## src/rtl/thresh_fifo.sv

```systemverilog
// -----------------------------------------------------------------------------
// thresh_fifo
//
// Synchronous show-ahead FIFO with registered occupancy flags and
// programmable almost-full / almost-empty thresholds.
//
// Parameters
//   FIFO_DEPTH    : number of entries (power of two, >= 2)
//   FIFO_WIDTH    : data word width in bits
//   AFULL_THRESH  : almost_full asserts when occupancy >= this value
//   AEMPTY_THRESH : almost_empty asserts when occupancy <= this value
//
// Ports
//   clk          : single clock, all state updates on its rising edge
//   rst          : synchronous active-high reset
//   data_in      : write data
//   write_en     : push request
//   data_out     : oldest stored word (combinational read, valid when !empty)
//   next_en      : pop request
//   count        : current occupancy
//   empty, full, almost_empty, almost_full : registered status flags
//   overflow     : sticky flag, set by a dropped push
//   underflow    : sticky flag, set by a pop request while empty
//   clr_err      : clears both sticky flags (a same-cycle set wins)
//
// Build option
//   THRESH_FIFO_ERR_FLAGS_EN : when defined, overflow/underflow are real
//   sticky registers; when undefined they are tied to 0 and clr_err is
//   ignored.
// -----------------------------------------------------------------------------
module thresh_fifo #(
  parameter int FIFO_DEPTH    = 32,
  parameter int FIFO_WIDTH    = 8,
  parameter int AFULL_THRESH  = FIFO_DEPTH - 2,
  parameter int AEMPTY_THRESH = 2
) (
  input  logic                              clk,
  input  logic                              rst,
  input  logic [FIFO_WIDTH-1:0]             data_in,
  input  logic                              write_en,
  output logic [FIFO_WIDTH-1:0]             data_out,
  input  logic                              next_en,
  output logic [$clog2(FIFO_DEPTH+1)-1:0]   count,
  output logic                              empty,
  output logic                              full,
  output logic                              almost_empty,
  output logic                              almost_full,
  output logic                              overflow,
  output logic                              underflow,
  input  logic                              clr_err
);

  localparam int AW = $clog2(FIFO_DEPTH);
  localparam int CW = $clog2(FIFO_DEPTH + 1);

  localparam logic [CW-1:0] DEPTH_C  = CW'(FIFO_DEPTH);
  localparam logic [CW-1:0] AFULL_C  = CW'(AFULL_THRESH);
  localparam logic [CW-1:0] AEMPTY_C = CW'(AEMPTY_THRESH);

  // Storage is never reset; reset only moves the pointers, which makes
  // any previously pushed words unreachable.
  logic [FIFO_WIDTH-1:0] mem [FIFO_DEPTH];

  logic [AW-1:0] wr_ptr_reg;
  logic [AW-1:0] rd_ptr_reg;
  logic [CW-1:0] count_reg;
  logic [CW-1:0] count_next;
  logic          empty_reg;
  logic          full_reg;
  logic          almost_empty_reg;
  logic          almost_full_reg;

  logic          push;
  logic          pop;

  // A pop frees a slot on the same edge, so a push into a full FIFO is
  // accepted when paired with an accepted pop.
  always_comb begin
    pop        = next_en && !empty_reg;
    push       = write_en && (!full_reg || pop);
    count_next = count_reg;
    if (push && !pop) begin
      count_next = count_reg + CW'(1);
    end else if (pop && !push) begin
      count_next = count_reg - CW'(1);
    end
  end

  // Pointers wrap naturally because FIFO_DEPTH is a power of two.
  always_ff @(posedge clk) begin
    if (rst) begin
      wr_ptr_reg <= '0;
      rd_ptr_reg <= '0;
      count_reg  <= '0;
    end else begin
      if (push) begin
        wr_ptr_reg <= wr_ptr_reg + AW'(1);
      end
      if (pop) begin
        rd_ptr_reg <= rd_ptr_reg + AW'(1);
      end
      count_reg <= count_next;
    end
  end

  always_ff @(posedge clk) begin
    if (!rst && push) begin
      mem[wr_ptr_reg] <= data_in;
    end
  end

  // Flags are computed from the next-state count so they change on the
  // same edge as count rather than one cycle later.
  always_ff @(posedge clk) begin
    if (rst) begin
      empty_reg        <= 1'b1;
      full_reg         <= 1'b0;
      almost_empty_reg <= 1'b1;
      almost_full_reg  <= 1'b0;
    end else begin
      empty_reg        <= (count_next == '0);
      full_reg         <= (count_next == DEPTH_C);
      almost_empty_reg <= (count_next <= AEMPTY_C);
      almost_full_reg  <= (count_next >= AFULL_C);
    end
  end

  assign data_out     = mem[rd_ptr_reg];
  assign count        = count_reg;
  assign empty        = empty_reg;
  assign full         = full_reg;
  assign almost_empty = almost_empty_reg;
  assign almost_full  = almost_full_reg;

`ifdef THRESH_FIFO_ERR_FLAGS_EN
  logic overflow_reg;
  logic underflow_reg;
  logic push_dropped;
  logic pop_ignored;

  assign push_dropped = write_en && full_reg && !pop;
  assign pop_ignored  = next_en && empty_reg;

  // Set has priority over a same-cycle clear so no error event is lost.
  always_ff @(posedge clk) begin
    if (rst) begin
      overflow_reg  <= 1'b0;
      underflow_reg <= 1'b0;
    end else begin
      if (push_dropped) begin
        overflow_reg <= 1'b1;
      end else if (clr_err) begin
        overflow_reg <= 1'b0;
      end
      if (pop_ignored) begin
        underflow_reg <= 1'b1;
      end else if (clr_err) begin
        underflow_reg <= 1'b0;
      end
    end
  end

  assign overflow  = overflow_reg;
  assign underflow = underflow_reg;
`else
  logic unused_clr_err;
  assign unused_clr_err = clr_err;
  assign overflow       = 1'b0;
  assign underflow      = 1'b0;
`endif

endmodule

```

## config.mk

```make
export PLATFORM = sky130hd
export DESIGN_NAME = thresh_fifo
export DESIGN_NICKNAME = d
export VERILOG_FILES = /design/src/rtl/thresh_fifo.sv
export SDC_FILE = /design/constraint.sdc
export NUM_CORES = 1
export LEC_CHECK = 0
export BUFFER_PORTS_ARGS = -buffer_cell sky130_fd_sc_hd__clkbuf_2
export CAP_MARGIN = 30
export CORE_MARGIN = 2
export CORE_UTILIZATION = 35
export CTS_CLUSTER_SIZE = 30
export DETAILED_ROUTE_END_ITERATION = 8
export GPL_ROUTABILITY_DRIVEN = 0
export PLACE_DENSITY_LB_ADDON = 0.05
export SLEW_MARGIN = 25
export SYNTH_ARGS = -nofsm -noshare
export SYNTH_HDL_FRONTEND = slang
export SYNTH_SLANG_ARGS = --single-unit
```

## constraint.sdc

```tcl
create_clock -name clk -period 2 [get_ports clk]
set_input_delay 0.2 -clock clk [delete_from_list [all_inputs] [get_ports clk]]
set_output_delay 0.2 -clock clk [all_outputs]
set_load 0.02 [all_outputs]
```

==> results.md <==
- Hold bufs inserted after CTS: 0
- GRT Total Usage: 16.4%
- Worst EP required: 1.80 ns
- Worst Tran Pin Value: 0.816 ns
- # rows: 65
- Critical path peak fanout: 13
- Hold Path Origin: rst
- Area growth syn-to-layout: 22.7%
- Initial DRC count: 356
- P_leak: 0.00423 uW
- Fillers: 2,676
- Switching Share: 23.3%
- DIE AREA: between 0.03 and 0.04 mm2
- Clock Skew: 0.00949 ns
- Antenna Cells: 0
- Cell area after synthesis: 0.0110 mm2
- Final WL: 26,400 um
- Max cap viols: 0
- Drt pass-1 iters: 4
- Via count: 5,391
- Setup CP Type: register to output port
- # IOs: 33
- Cells after synthesis: 538
- First-pass GRT wire length: 38,900 um
- Initial core utilization: 35.3%
- Clock transition at path regs: about 0.06 ns
- H-tree depth: 1
- Synth Flop Type: edfxtp_1
- Failing checks: setup timing
- Vias in the first global route: 5,626
- Max reg flops: approximately 260
- Ys Warns: 0
- Die width: 182 um
- Flop pwr share: 48.3%
- Reg2reg path depth: 7
- Die Y: 182 um
- Buffers added on ports: 29
- Sink Count: 281
- CP Launch Type: register
- Hold Fails Final Rpt: 0
- Slew Limit Fails: 0
- Largest net degree at the start of global routing: 33
- CTS Buf Count: 31
- CTS tree: done
- Final min period: 2.95 ns
- Critical path destination: data_out[7]
- Fin cells: 1,046
- Post-layout util: 43.2%
- R2R setup slack: 0.13 ns
- Max-slew headroom: approximately 46%
- Gr ovfl total: 0
- Drc violations: 0
- R2R Path Start: count[0]
- Final period utilization: 148%
- Root buf cell: clkbuf_16
- Pwr Density: 998 mW/mm2
- Clock tree buffer depth: 3
- Core area: 0.0313 mm2
- Vias/cell: 5.15
- Highest Clock Rate: 339 MHz
- Multi-input gate area: 0.00295 mm2
- DR WL/cell: 25.2 um
- Unrepaired setup endpoints after global routing: yes
- Net switching power: 3160 uW
- Final setup fails: 8
- CP arrival: 2.75 ns
- Most frequent cells in the layout: edfxtp_1 (256), mux4_2 (80), clkbuf_16 (31)
- Syn_area_per_cell: ~20 um2
- Hold WC Path Type: primary input to register
- Commonest non-fill, non-tap cell in the layout: edfxtp_1
- Clock power share: 39.9%
- TNS Setup: -7.45 ns
- Peak VDD IR: 0.000714 V
- Post-synth EDFFs: 256
- CP endpoint kind: output port
- Antenna violations before repair: 2
- Worst Slack Setup Final: -0.950 ns
- Status: finished with violations
- Nets: about 640
- Worst skew pair latency: 0.56 ns
- Placed insts: 979
- #FFs+latches synth: 281
- Final HPWL DP: 16,600 um
- Hold Slack: 0.0940 ns
- Sequential Area: 0.00819 mm2
- Reg2reg end: full
- Post-route ant nets: 0
- Seq/Total Area, Yosys: about three quarters
- Synth unique cells: 45
- Share of layout cells above drive strength 1: 40.2%
- Combinational share of power: 11.7%
- Internal power: around 10,000 uW
- Pre-CTS setup slack: -0.412 ns
- Ys async rst share: 0%
==> how the worst min path moves through the flow <==
| stage | slack, ns | to | depth (start not counted) |
|---|---|---|---|
| 2_1_floorplan | 0.30 | mem[0][0] | 0 |
| 3_5_place_dp | 0.53 | register | 2 |
| 6_report | 0.09 | count[3] | 3 |
| 4_1_cts | 0.07 | count[0] | 3 |
| 3_3_place_gp | 0.50 | register | 2 |
| 5_1_grt | 0.09 | wr_ptr_reg[2] | 3 |
==> metrics by stage <==
stage / power (uW) / instance area, um2
4_1_cts: 13700 / 13500
2_1_floorplan: 7620 / 11400
3_5_place_dp: 8120 / 12300
5_1_grt: 14000 / 13500
6_report: 13500 / 13500
3_3_place_gp: 8100 / 12300
==> power groups by stage <==
stage	combinational [uW]	sequential (uW)	clock (uW)
3_5_place_dp	1450	6670	0
2_1_floorplan	944	6680	0
3_3_place_gp	1430	6660	0
5_1_grt	1700	6540	5760
6_report	1580	6540	5400
4_1_cts	1610	6540	5550
==> cell usage after synthesis (2+ instances only) <==
master | n | area share, %
or3b_2 | 2 | 0.16
o21ai_0 | 2 | 0.091
inv_1 | 6 | 0.20
nand3_1 | 5 | 0.23
or3_1 | 2 | 0.11
dfxtp_1 | 25 | 4.5
nor2_1 | 50 | 1.7
mux4_2 | 80 | 16
nand2b_1 | 3 | 0.17
clkbuf_1 | 10 | 0.34
edfxtp_1 | 256 | 70
buf_1 | 8 | 0.27
mux2_2 | 8 | 0.82
ha_1 | 7 | 0.79
nand2_1 | 13 | 0.44
buf_4 | 8 | 0.54
nand3b_1 | 3 | 0.20
o211ai_1 | 2 | 0.14
a21o_1 | 2 | 0.14
a41o_1 | 2 | 0.18
xor2_1 | 6 | 0.48
a21oi_1 | 2 | 0.091
nor2b_1 | 3 | 0.17
nand4_1 | 5 | 0.28
nor3_1 | 3 | 0.14
xnor2_1 | 6 | 0.48
==> critical path, cell delays in order, from the launching register on <==
cell	delay, ns
dfxtp_4	0.38
buf_4	0.14
buf_12	0.16
mux4_2	0.54
mux4_2	0.51
mux2_4	0.29
buf_2	0.17
==> cell type report <==
cell class	instances	area share (%)
flip-flops and latches	281	60.5
clock inverters	25	1.39
repair buffers	75	6.69
inverters	6	0.166
clock buffers	33	5.78
well taps	402	3.71
multi-input cells	224	21.8
==> per-layer routing <==
metal	vias up	global-route usage (%)	share of wire, %
met5	-	0	0
met2	129	25.9	47
met1	2862	23.8	46
li1	2368	-	-
met3	32	3.35	5.5
met4	0	3.09	1.5
==> timing repair <==
action,CTS,global route
endpoints found under the setup margin,8,18
gates cloned,3,0
setup buffers,4,2
gates resized for setup,7,12
pin swaps,0,1
==> kinds of logic (layout without fill, tap and decap cells) <==
family          Yosys count  in the layout  synth area share (%)
compound gates           19             19                  1.33
xor+xnor                 12             12                 0.952
fa+ha+maj                 7              7                 0.793
buf+inv                  34            139                  1.51
flops                   281            281                  74.2
mux                      88             88                  17.1
other cells               1              2                0.0340
simple gates             96             96                  4.09
Power figures use the tool's default switching activity.
